<file path="src/rtl/ps2_per.sv">
`default_nettype none
// +------------------------------------------------------------------------+
// | Module   : ps2_per                                                     |
// | Function : PS/2 receive peripheral. It synchronizes the device        |
// |            clock and data, deframes 11-bit frames, queues the bytes    |
// |            in a small FIFO, and serves reads and writes from the       |
// |            peripheral bus. It holds sticky frame-error and overflow    |
// |            flags.                                                      |
// | Options  : define PS2_PARITY_CHK_EN to reject bytes with bad odd       |
// |            parity. Without it, the parity bit is sampled and ignored.  |
// | Revision : 1.0 - initial release                                       |
// +------------------------------------------------------------------------+
module ps2_per #(
  parameter logic [3:0]  PER_ADDR   = 4'h3,
  parameter int          FIFO_DEPTH = 8,
  parameter logic [15:0] TIMEOUT    = 16'd50000
) (
  input  logic        fastClk,
  input  logic        rstN,
  input  logic        ps2Clk,
  input  logic        ps2Dat,
  input  logic [22:0] pData,
  output logic [16:0] pResp,
  output logic        irq
);

  localparam int         AW      = (FIFO_DEPTH > 1) ? $clog2(FIFO_DEPTH) : 1;
  localparam logic [3:0] DEPTH_C = 4'(FIFO_DEPTH);

  typedef enum logic [1:0] {IDLE = 2'd0, DATA = 2'd1, PARITY = 2'd2, STOP = 2'd3} state_t;

  state_t          rState, wStateNext;
  logic            rClkS1, rClkS2, rClkPrev, rDatS1, rDatS2;
  logic [2:0]      rBitCnt;
  logic [7:0]      rShift;
  logic [15:0]     rTmoCnt;
  logic [7:0]      rMem [FIFO_DEPTH];
  logic [AW-1:0]   rWrPtr, rRdPtr;
  logic [3:0]      rCount;
  logic            rPerr, rOvf;
  logic [16:0]     rResp;
  logic            wFall, wDat, wTmoHit, wPush, wFrameErr, wParityOk;
  logic            wReq, wPop, wDoPush, wOvfSet, wEmpty, wFull, wWrite;
  logic [1:0]      wOp;
  logic [7:0]      wStatus, wRdData;
  logic            unusedBits;

  assign wDat    = rDatS2;
  assign wFall   = rClkPrev & ~rClkS2;
  assign wTmoHit = (rState != IDLE) && !wFall && (rTmoCnt == TIMEOUT - 16'd1);

`ifdef PS2_PARITY_CHK_EN
  logic rParity;
  assign wParityOk = ^{rShift, rParity};
`else
  assign wParityOk = 1'b1;
`endif

  // Two-flop synchronizers plus a history flop for falling-edge detection
  always_ff @(posedge fastClk or negedge rstN) begin
    if (!rstN) begin
      rClkS1   <= 1'b1;
      rClkS2   <= 1'b1;
      rClkPrev <= 1'b1;
      rDatS1   <= 1'b1;
      rDatS2   <= 1'b1;
    end else begin
      rClkS1   <= ps2Clk;
      rClkS2   <= rClkS1;
      rClkPrev <= rClkS2;
      rDatS1   <= ps2Dat;
      rDatS2   <= rDatS1;
    end
  end

  // Frame state register
  always_ff @(posedge fastClk or negedge rstN) begin
    if (!rstN) rState <= IDLE;
    else       rState <= wStateNext;
  end

  // Next-state logic; push or reject the byte when the stop bit arrives
  always_comb begin
    wStateNext = rState;
    wPush      = 1'b0;
    wFrameErr  = 1'b0;
    if (wTmoHit) begin
      wStateNext = IDLE;
    end else if (wFall) begin
      case (rState)
        IDLE:    if (!wDat) wStateNext = DATA;
        DATA:    if (rBitCnt == 3'd7) wStateNext = PARITY;
        PARITY:  wStateNext = STOP;
        STOP: begin
          wStateNext = IDLE;
          if (wDat && wParityOk) wPush     = 1'b1;
          else                   wFrameErr = 1'b1;
        end
        default: wStateNext = IDLE;
      endcase
    end
  end

  // Shift in data bits LSB first and capture the parity bit
  always_ff @(posedge fastClk or negedge rstN) begin
    if (!rstN) begin
      rBitCnt <= 3'd0;
      rShift  <= 8'h00;
`ifdef PS2_PARITY_CHK_EN
      rParity <= 1'b0;
`endif
    end else if (wFall) begin
      case (rState)
        IDLE: rBitCnt <= 3'd0;
        DATA: begin
          rShift  <= {wDat, rShift[7:1]};
          rBitCnt <= rBitCnt + 3'd1;
        end
`ifdef PS2_PARITY_CHK_EN
        PARITY: rParity <= wDat;
`endif
        default: ;
      endcase
    end
  end

  // Inactivity timer: it runs only mid-frame and restarts on every falling edge
  always_ff @(posedge fastClk or negedge rstN) begin
    if (!rstN)                                 rTmoCnt <= 16'd0;
    else if (rState == IDLE || wFall || wTmoHit) rTmoCnt <= 16'd0;
    else                                       rTmoCnt <= rTmoCnt + 16'd1;
  end

  assign wOp     = pData[21:20];
  assign wReq    = pData[22] && (pData[19:16] == PER_ADDR);
  assign wWrite  = wReq && (wOp == 2'b10);
  assign wEmpty  = (rCount == 4'd0);
  assign wFull   = (rCount == DEPTH_C);
  assign wPop    = wReq && (wOp == 2'b01) && !wEmpty;
  // A pop in the same cycle frees a slot, so a push into a full FIFO still lands
  assign wDoPush = wPush && (!wFull || wPop);
  assign wOvfSet = wPush && wFull && !wPop;
  assign wStatus = {wEmpty, wFull, rPerr, rOvf, rCount};
  assign wRdData = wPop ? rMem[rRdPtr] : 8'h00;

  // FIFO storage
  always_ff @(posedge fastClk) begin
    if (wDoPush) rMem[rWrPtr] <= rShift;
  end

  // FIFO pointers and occupancy
  always_ff @(posedge fastClk or negedge rstN) begin
    if (!rstN) begin
      rWrPtr <= '0;
      rRdPtr <= '0;
      rCount <= 4'd0;
    end else begin
      if (wDoPush) rWrPtr <= rWrPtr + AW'(1);
      if (wPop)    rRdPtr <= rRdPtr + AW'(1);
      case ({wDoPush, wPop})
        2'b10:   rCount <= rCount + 4'd1;
        2'b01:   rCount <= rCount - 4'd1;
        default: ;
      endcase
    end
  end

  // Sticky flags: a set in the same cycle as a clear takes priority
  always_ff @(posedge fastClk or negedge rstN) begin
    if (!rstN) begin
      rPerr <= 1'b0;
      rOvf  <= 1'b0;
    end else begin
      rPerr <= wFrameErr | (rPerr & ~(wWrite & pData[0]));
      rOvf  <= wOvfSet   | (rOvf  & ~(wWrite & pData[1]));
    end
  end

  // One-cycle registered response for every accepted non-idle request
  always_ff @(posedge fastClk or negedge rstN) begin
    if (!rstN)                       rResp <= 17'd0;
    else if (wReq && wOp != 2'b00)   rResp <= {1'b1, wStatus, wRdData};
    else                             rResp <= 17'd0;
  end

  assign pResp      = rResp;
  assign irq        = !wEmpty;
  assign unusedBits = ^pData[15:2];

endmodule
`default_nettype wire
</file>
<file path="config.mk">
export PLATFORM = sky130hd
export DESIGN_NAME = ps2_per
export DESIGN_NICKNAME = d
export VERILOG_FILES = /design/src/rtl/ps2_per.sv
export SDC_FILE = /design/constraint.sdc
export NUM_CORES = 1
export LEC_CHECK = 0
export BUFFER_PORTS_ARGS = -buffer_cell sky130_fd_sc_hd__buf_2
export CAP_MARGIN = 20
export CORE_MARGIN = 8
export CORE_UTILIZATION = 60
export CTS_BUF_LIST = sky130_fd_sc_hd__clkbuf_4 sky130_fd_sc_hd__clkbuf_8
export CTS_CLUSTER_DIAMETER = 50
export CTS_CLUSTER_SIZE = 12
export DETAILED_ROUTE_END_ITERATION = 10
export GPL_ROUTABILITY_DRIVEN = 1
export PLACE_DENSITY = 0.83
export SYNTH_ARGS = -nofsm -noshare
export SYNTH_HDL_FRONTEND = slang
export SYNTH_SLANG_ARGS = --single-unit
</file>
<file path="constraint.sdc">
create_clock -name fastClk -period 5.6 [get_ports fastClk]
set_clock_uncertainty 0.15 [all_clocks]
set_input_delay 0.28 -clock fastClk [delete_from_list [all_inputs] [get_ports fastClk]]
set_output_delay 0.28 -clock fastClk [all_outputs]
set_load 0.05 [all_outputs]
</file>
==> run_results.csv, run 1 <==
group,metric,value,unit
clock_tree,post_cts_resized,0,
die,fp.dieH,109,µm
worst_setup_path,reg2reg_slack,2.87,ns
sta,rsz0062_at_grt,"false",
worst_setup_path,crit_fanout,5,
sta,fmax,0.366,GHz
global_route,antenna_found_initial,0,
sta,tightest_slew,0.816,ns
hold_path,holdCritPathClass,"in -> reg",
global_route,grt_pass1_vias,3065,
global_route,grt_max_degree,64,
synthesis,synth_warnings,0,
run_status,status,"finished clean",
clock_tree,cts_tree,"yes",
synthesis,ys_ff_latch,127,
die,dieArea,0.0119,mm²
sta,min_period,2.73,ns
layout,drive_above_1_share,26.3,%
layout,syn_to_final_growth,15.5,%
synthesis,synth_top_area_share,36.8,%
sta,tns,0,ns
synthesis,netlist-cell-type-count,49,
clock_tree,clockBufferDepth,2,
sta,fin_ws,2.87,ns
placed_design,portBuffers,30,
synthesis,syn-instance-count,334,
detailed_routing,wire_per_inst,18.4,µm
clock_tree,cts-root-buf,"clkbuf_8",
worst_setup_path,crit_chain,"or4_4, and4_1, nand2_1, inv_1, ha_1, a21oi_1, a211oi_1, mux2i_1, xnor2_1",
die,row_count,34,
placed_design,dp_worst_setup_slack,2.78,ns
die,initial_core_util,60.8,%
layout,diodes,0,
synthesis,avgSynthCellArea,15.6,µm²
sta,max_slew_margin,45.4,%
detailed_routing,drcViolationCount,0,
worst_setup_path,worstSetupStartpointType,"register",
power_and_ir_drop,p_leak,2.42,nW
detailed_routing,vias_per_cell,5.78,
synthesis,async_flop_share,49.6,%
detailed_routing,vias,2914,
worst_setup_path,path_class,"reg -> reg",
sta,slew_violations,0,
global_route,grt_first_pass_wirelength,15200,µm
layout,nNetsFinal,422,
clock_tree,cts_made_buffers,17,
worst_setup_path,required,5.76,ns
worst_setup_path,slowest_delay,0.59,ns
detailed_routing,drt-initial-drc-count,190,
placed_design,gp_congestion,0.820,
global_route,grt_overflow_total,0,
power_and_ir_drop,ir_drop,206,µV
clock_tree,clkSinkCount,127,
synthesis,synth_edf_count,64,
clock_tree,htreeDepth,4,
synthesis,yosys.area.top_type,"edfxtp_1",
synthesis,yosysSeqAreaShare,67.1,%
worst_setup_path,end_kind,"register",
worst_setup_path,crit_slowest_cell,"or4_4",
sta,fin_crit_sh,48.8,%
sta,holdWs,0.0298,ns
sta,setup_violations,0,
power_and_ir_drop,power_density,418,mW/mm²
synthesis,synthTopCellsByArea,"edfxtp_1 37%, dfrtp_1 28%, mux4_2 6.9%",
synthesis,netlist_area,0.00522,mm²
die,fp.coreArea,0.00859,mm²
placed_design,dp_hpwl,5700,µm
clock_tree,clk-insertion-delay-late,0.42,ns
job,drv_cap,0,
clock_tree,clk_pin_slew,0.08,ns
die,die_w,109,µm
detailed_routing,routed_wl,9260,µm
detailed_routing,dr.pass1.iters,4,
worst_setup_path,arrival,2.90,ns
synthesis,synthFlopType,"edfxtp_1",
die,num_io_pins,45,
detailed_routing,antenna_left,0,
synthesis,syn_nets,373,
sta,hold_viol,0,
global_route,grt_usage,17.2,%
-- power by group --
group,switching [mW],internal (mW)
clock network,0.375,0.537
logic,0.182,0.181
registers,0.133,1.11
total,0.690,1.83
-- kinds of logic after synthesis --
group,after synthesis,synth area share [%]
flip-flops,127,67.1
AND/OR/NAND/NOR,95,10.4
multiplexers,39,11.6
AO/OA/AOI/OAI,23,3.21
XOR/XNOR,19,3.19
buffers and inverters,19,1.53
adder cells (fa/ha/maj),12,3.02
-- per-layer routing --
metal	part of all wire (%)	track usage, %	vias to the layer above	wire length (µm)
met5	0	0	-	0
met4	1.5	7.43	0	137
met3	5.4	4.67	15	501
met2	53	29.4	75	4910
met1	40	19.9	1471	3710
li1	-	-	1353	-
-- worst paths after layout --
check / start / end / cells after the start
min: pData[1] / rOvf / 3
min in group asynchronous: rstN / rTmoCnt[0] / 3
min reg2reg: rDatS1 / rDatS2 / 0
max in group asynchronous: rstN / rRdPtr[0] / 3
max reg2reg: rCount[1] / rCount[3] / 9
max: rCount[1] / rCount[3] / 9
-- synth_stat cells (all sizes together) (8+ instances only) --
cell type / n
mux2: 10
mux2i: 13
inv: 9
ha: 11
edfxtp: 64
nand2: 12
dfrtp: 58
and2: 8
xnor2: 11
nor2: 26
nand3: 9
xor2: 8
mux4: 16
-- worst max-delay path: cells and delay by family, from the launching register on --
family          cells  cell delay (ns)
mux                 1             0.13
simple gates        3             0.96
fa+ha+maj           1             0.35
buf+inv             1             0.09
compound gates      2             0.38
flops               1             0.44
xor+xnor            1             0.13
-- cells in the final DEF, fill, tap and decap left out, types with 3 or more instances in the layout --
cell           instances
edfxtp_1              64
dfrtp_1               58
buf_2                 31
nor2_1                26
clkbuf_8              17
mux4_2                16
mux2i_1               13
nand2_1               12
xnor2_1               11
ha_1                  11
inv_1                  9
nand3_1                9
mux2_2                 9
xor2_1                 8
and2_1                 8
nor3_1                 7
nand4_1                6
and3_1                 5
o21ai_0                5
clkinv_4               5
bufinv_16              5
dfstp_2                5
a21oi_1                4
nor2b_1                3
nand4b_1               3
a32o_1                 3
inv_6                  3
dlygate4sd3_1          3
buf_4                  3
-- final cells by class --
cell class / count / area (µm²)
clock inverters: 15 / 235
inverters: 9 / 33.8
well taps: 108 / 135
flip-flops and latches: 127 / 3500
fillers: 575 / 2560
repair buffers: 40 / 250
clock buffers: 17 / 234
multi-input cells: 188 / 1640
-- flip-flops by register name, summed over array words and instances, names as in the netlist --
name,cells
rTmoCnt,16
rMem,64
rState,2
rCount,4
rDatS1,1
rRdPtr,3
pResp,17
rDatS2,1
rPerr,1
rClkPrev,1
rWrPtr,3
rOvf,1
rClkS1,1
rClkS2,1
rShift,8
rBitCnt,3
-- what timing repair did --
action                                 CTS  global route
endpoints found under the hold margin   60             0
setup buffers                            0             0
hold buffers                             3             0
-- metrics by stage --
stage	cells	instance area [µm²]	total power [mW]	utilization, %
5_1_grt	504	6030	2.63	70.2
3_5_place_dp	465	5480	1.60	63.8
2_1_floorplan	334	5220	1.49	-
6_report	504	6030	2.52	70.2
4_1_cts	500	5980	2.52	69.6
3_3_place_gp	465	5480	1.57	63.8
No activity file was read; power rests on OpenSTA's default activity.
==> inputs of run 2 (changes only) <==
- CORE_UTILIZATION: 60 -> 55
- PLACE_DENSITY: 0.83 -> 0.8
- clock period: 5.6 -> 2.3 ns (I/O delays scaled with it)
==> run_results.csv, run 2 (synthesized netlist as in run 1, its figures left out) <==
group,metric,value,unit
global_route,grt_usage,15.5,%
clock_tree,clk-insertion-delay-late,0.42,ns
worst_setup_path,startpoint,"rCount[2]",
placed_design,dp_hpwl,6340,µm
job,drv_cap,0,
sta,slew_violations,0,
worst_setup_path,r2r-start,"rCount[2]",
layout,fillerInstances,634,
worst_setup_path,path_class,"reg -> reg",
placed_design,dpl-instance-area,0.00570,mm²
worst_setup_path,reg2reg_slack,0.007,ns
worst_setup_path,crit_chain,"or4_4, and4_4, nand2_2, inv_2, ha_4, a21oi_2, a211oi_2, mux2i_1, xnor2_1",
power_and_ir_drop,ir_drop,484,µV
global_route,grt_first_pass_wirelength,15400,µm
layout,nNetsFinal,447,
detailed_routing,wl_met1,3980,µm
detailed_routing,dr.pass1.iters,4,
worst_setup_path,end_kind,"register",
clock_tree,clk_pin_slew,0.07,ns
worst_setup_path,required,2.46,ns
power_and_ir_drop,combPwrFrac,19.7,%
layout,fin_cells,550,
layout,top_register,"rMem",
power_and_ir_drop,power_density,918,mW/mm²
hold_path,whs_path_depth,3,
detailed_routing,routed.top_layer,"met4",
detailed_routing,vias,2993,
die,dieArea,0.0129,mm²
clock_tree,htreeDepth,4,
hold_path,whs_endpoint,"pResp[16]",
sta,min_period,2.29,ns
global_route,grt_pass1_vias,3124,
die,initial_core_util,56.5,%
clock_tree,cts-root-buf,"clkbuf_8",
detailed_routing,vias_per_cell,5.44,
hold_path,holdCritPathClass,"in -> reg",
power_and_ir_drop,internal_power,3.99,mW
power_and_ir_drop,p_leak,2.46,nW
placed_design,gp_congestion,0.761,
detailed_routing,antenna_left,0,
clock_tree,cts_tree,"yes",
run_status,status,"finished clean",
die,fp.dieH,113,µm
layout,postLayoutCellArea,0.00618,mm²
global_route,antenna_found_initial,0,
power_and_ir_drop,p_seq_share,52.3,%
layout,syn_to_final_growth,18.4,%
clock_tree,clockBufferDepth,2,
sta,hold_viol,0,
clock_tree,cts_made_buffers,17,
layout,multi_input_area,0.00171,mm²
detailed_routing,drcViolationCount,0,
sta,fin_crit_sh,99.7,%
worst_setup_path,r2r_cells,9,
hold_path,worstHoldStart,"pData[20]",
power_and_ir_drop,power_switching,1.68,mW
clock_tree,clkSinkCount,127,
die,num_io_pins,45,
layout,regArea,0.00350,mm²
sta,tightest_slew,0.771,ns
detailed_routing,wire_per_inst,16.8,µm
layout,layout_common_cells,"64 x edfxtp_1, 58 x dfrtp_1, 30 x buf_2",
worst_setup_path,crit_slowest_cell,"or4_4",
die,fp.coreArea,0.00924,mm²
sta,rsz0062_at_grt,"true",
worst_setup_path,crit_fanout,3,
placed_design,portBuffers,30,
detailed_routing,drt-initial-drc-count,144,
global_route,grt_overflow_total,0,
power_and_ir_drop,swShare,29.7,%
worst_setup_path,reg2reg_to,"rCount[3]",
worst_setup_path,crit_buf_inv,1,
sta,max_slew_margin,48.6,%
worst_setup_path,arrival,2.45,ns
detailed_routing,wl_met3,385,µm
die,row_count,35,
worst_setup_path,slowest_delay,0.55,ns
worst_setup_path,worstSetupStartpointType,"register",
layout,largest_reg_flops,64,
layout,diodes,0,
sta,setup_violations,0,
power_and_ir_drop,clkPwrFrac,28.0,%
die,die_w,113,µm
detailed_routing,routed_wl,9220,µm
worst_setup_path,crit_family,"simple AND/OR/NAND/NOR gates",
detailed_routing,route.met2.wl,4770,µm
layout,drive_above_1_share,32.5,%
sta,fmax,0.436,GHz
placed_design,dpl.cell_count,507,
global_route,grt_max_degree,36,
layout,final_common_cell,"edfxtp_1",
## run 2: repair_timing
item                       in CTS  in global routing
setup buffers                   2                  2
gates resized for setup         9                  4
gates cloned                    0                  0
setup endpoints to repair      49                  9
hold buffers                    7                  0
pin swaps                       2                  2
hold endpoints to repair       32                  0
## run 2: tightest hold or removal path, stage by stage
cell and delay, ns:
buf_2 0.09, buf_4 0.10, o21a_1 0.25
## run 2: routing by layer
metal  up-vias  global-route usage [%]
met5         -                       0
met4         0                    5.42
met3         9                    4.60
met2        55                    26.1
met1      1524                    18.6
li1       1405                       -
## run 2: power by group through the flow
stage               clock network [mW]  logic, mW  registers (mW)
floorplan                            0      0.699            2.95
global placement                     0      0.998            2.97
detailed placement                   0       1.05            3.00
CTS                               1.63       1.10            2.96
global route                      1.71       1.23            3.01
finish                            1.59       1.12            2.97
## run 2: worst max-delay path by stage
| stage | end | slack, ns | cells after the start |
|---|---|---|---|
| 2_1_floorplan | rCount[3] | -0.20 | 9 |
| 3_3_place_gp | rCount[3] | -0.07 | 9 |
| 3_5_place_dp | rMem[1][0] | -0.18 | 4 |
| 4_1_cts | rCount[3] | -0.09 | 9 |
| 5_1_grt | rCount[3] | -0.06 | 9 |
| 6_report | rCount[3] | 0.007 | 9 |
## run 2: final cells by class
type	instances	share of cell area [%]
inverter	9	0.547
tap	129	2.61
timing repair buffer	65	7.17
clock inverter	15	1.60
clock buffer	17	3.79
multi-input combinational	188	27.6
sequential	127	56.7
## run 2: per-stage QoR
step / setup slack (ns) / utilization (%) / hold WS, ns / TNS [ns] / power, mW
finish: 0.00706 / 66.9 / 0.0588 / 0 / 5.67
global placement: -0.0719 / 61.7 / 0.0357 / -0.351 / 3.96
detailed placement: -0.179 / 61.7 / 0.0424 / -5.22 / 4.06
global route: -0.0578 / 66.9 / 0.0746 / -0.0721 / 5.94
floorplan: -0.205 / - / -0.331 / -0.719 / 3.65
CTS: -0.0860 / 66.6 / 0.0303 / -0.0860 / 5.69
==> inputs of run 3 (changes only) <==
- BUFFER_PORTS_ARGS: -buffer_cell sky130_fd_sc_hd__buf_2 -> default
- CORE_UTILIZATION: 55 -> 59
- DONT_BUFFER_PORTS: default -> 1
- PLACE_DENSITY: 0.8 -> 0.81
==> run_results.csv, run 3 (synthesized netlist as in run 1, its figures left out) <==
group,metric,value,unit
job,drv_cap,0,
layout,largest_reg_flops,64,
clock_tree,clkSinkCount,127,
clock_tree,cts_tree,"yes",
clock_tree,clk-insertion-delay-late,0.43,ns
global_route,grt_max_degree,64,
sta,hold_viol,0,
hold_path,holdCritPathClass,"in -> reg",
die,fp.coreArea,0.00864,mm²
hold_path,whs_endpoint,"rRdPtr[2]",
hold_path,worstHoldStart,"pData[16]",
global_route,grt_pass1_vias,3141,
layout,diodes,0,
sta,max_slew_margin,46.4,%
sta,holdWs,0.0244,ns
worst_setup_path,worstSetupStartpointType,"register",
layout,drive_above_1_share,27.9,%
clock_tree,htreeDepth,4,
sta,fin_ws,-0.0914,ns
worst_setup_path,arrival,2.58,ns
placed_design,gp_congestion,0.795,
detailed_routing,dr.pass1.iters,4,
hold_path,whs_path_depth,4,
detailed_routing,drt-initial-drc-count,171,
layout,final_util,71.7,%
power_and_ir_drop,power_density,1010,mW/mm²
run_status,violations,"setup timing",
worst_setup_path,r2r_cells,9,
sta,rsz0062_at_grt,"true",
worst_setup_path,required,2.49,ns
detailed_routing,antenna_left,0,
layout,syn_to_final_growth,18.5,%
detailed_routing,drcViolationCount,0,
sta,setup_violations,1,
die,dieArea,0.0121,mm²
placed_design,dp_hpwl,5970,µm
die,die_w,110,µm
die,fp.dieH,110,µm
layout,final_common_cell,"edfxtp_1",
power_and_ir_drop,finalPower,6.26,mW
worst_setup_path,r2r-start,"rCount[2]",
placed_design,dpl.cell_count,457,
placed_design,dpl-instance-area,0.00552,mm²
power_and_ir_drop,p_leak,2.40,nW
layout,fin_cells,502,
layout,layout_common_cells,"64 x edfxtp_1, 58 x dfrtp_1, 27 x buf_4",
layout,multi_input_area,0.00174,mm²
sta,slew_violations,0,
clock_tree,clk_pin_slew,0.08,ns
worst_setup_path,reg2reg_to,"rCount[3]",
layout,fillerInstances,508,
global_route,grt_usage,17.5,%
die,row_count,34,
layout,postLayoutCellArea,0.00619,mm²
detailed_routing,vias,2903,
detailed_routing,wire_per_inst,19.1,µm
die,num_io_pins,45,
placed_design,portBuffers,0,
worst_setup_path,reg2reg_slack,-0.09,ns
layout,regArea,0.00350,mm²
power_and_ir_drop,ir_drop,566,µV
worst_setup_path,path_class,"reg -> reg",
die,initial_core_util,60.5,%
global_route,grt_overflow_total,0,
layout,top_register,"rMem",
sta,fmax,0.418,GHz
sta,fin_crit_sh,104,%
clock_tree,clockBufferDepth,2,
global_route,grt_first_pass_wirelength,15900,µm
sta,tightest_slew,0.805,ns
detailed_routing,routed_wl,9590,µm
detailed_routing,vias_per_cell,5.78,
sta,min_period,2.39,ns
clock_tree,cts-root-buf,"clkbuf_8",
worst_setup_path,crit_fanout,3,
clock_tree,cts_made_buffers,17,
layout,nNetsFinal,420,
worst_setup_path,end_kind,"register",
global_route,antenna_found_initial,0,
run_status,status,"finished with violations",
-- run 3: cell count changes in the layout (fill, tap and decap cells not counted), sizes merged --
cell | previous run | this run
buf | 58 | 28
bufinv | 0 | 4
clkinvlp | 7 | 4
dlygate4sd3 | 7 | 10
clkinv | 7 | 5
inv | 10 | 11
-- run 3: what timing repair did --
action	CTS	global route
hold buffers	11	0
pin swaps	3	2
endpoints found under the setup margin	65	33
gates resized for setup	16	4
setup buffers	2	0
hold endpoints to repair	86	0
cloned	0	0
-- run 3: worst max-delay path by stage --
stage | from | endpoint | slack [ns]
2_1_floorplan | rCount[3] | rCount[3] | -0.20
3_3_place_gp | rCount[3] | rCount[3] | -0.11
3_5_place_dp | rState[1] | rMem[1][3] | -0.22
4_1_cts | rCount[1] | rCount[3] | -0.11
5_1_grt | rCount[2] | rCount[3] | -0.16
6_report | rCount[2] | rCount[3] | -0.09
-- run 3: per-layer routing --
layer / GRT usage (%) / routed length, µm / vias up
li1: - / - / 1355
met1: 21.2 / 4110 / 1484
met2: 29.5 / 4980 / 55
met3: 4.94 / 417 / 9
met4: 6.08 / 82 / 0
met5: 0 / 0 / -
-- run 3: per-stage QoR --
stage | TNS (ns) | setup slack [ns]
floorplan | -0.719 | -0.205
global placement | -2.28 | -0.109
detailed placement | -7.29 | -0.220
CTS | -0.107 | -0.107
global route | -0.156 | -0.156
finish | -0.0914 | -0.0914
-- run 3: critical path, cell delays in order (launching register included) --
cell      delay [ns]
dfrtp_1         0.41
or4_4           0.58
and4_4          0.19
nand2_4         0.07
inv_4           0.04
ha_4            0.28
nand3_2         0.08
a211oi_2        0.21
mux2i_1         0.11
xnor2_1         0.18
-- run 3: final cells by class --
cell class | count | area share, %
Tap cell | 108 | 2.18
Clock buffer | 17 | 3.78
Multi-Input combinational cell | 188 | 28.1
Inverter | 9 | 0.586
Sequential cell | 127 | 56.6
Clock inverter | 15 | 3.42
Timing Repair Buffer | 38 | 5.34
-- run 3: report_power, final --
part | switching (mW) | total (mW) | internal (mW)
registers | 0.290 | 2.99 | 2.70
clock network | 0.906 | 2.10 | 1.19
logic | 0.579 | 1.16 | 0.584
total | 1.78 | 6.26 | 4.48
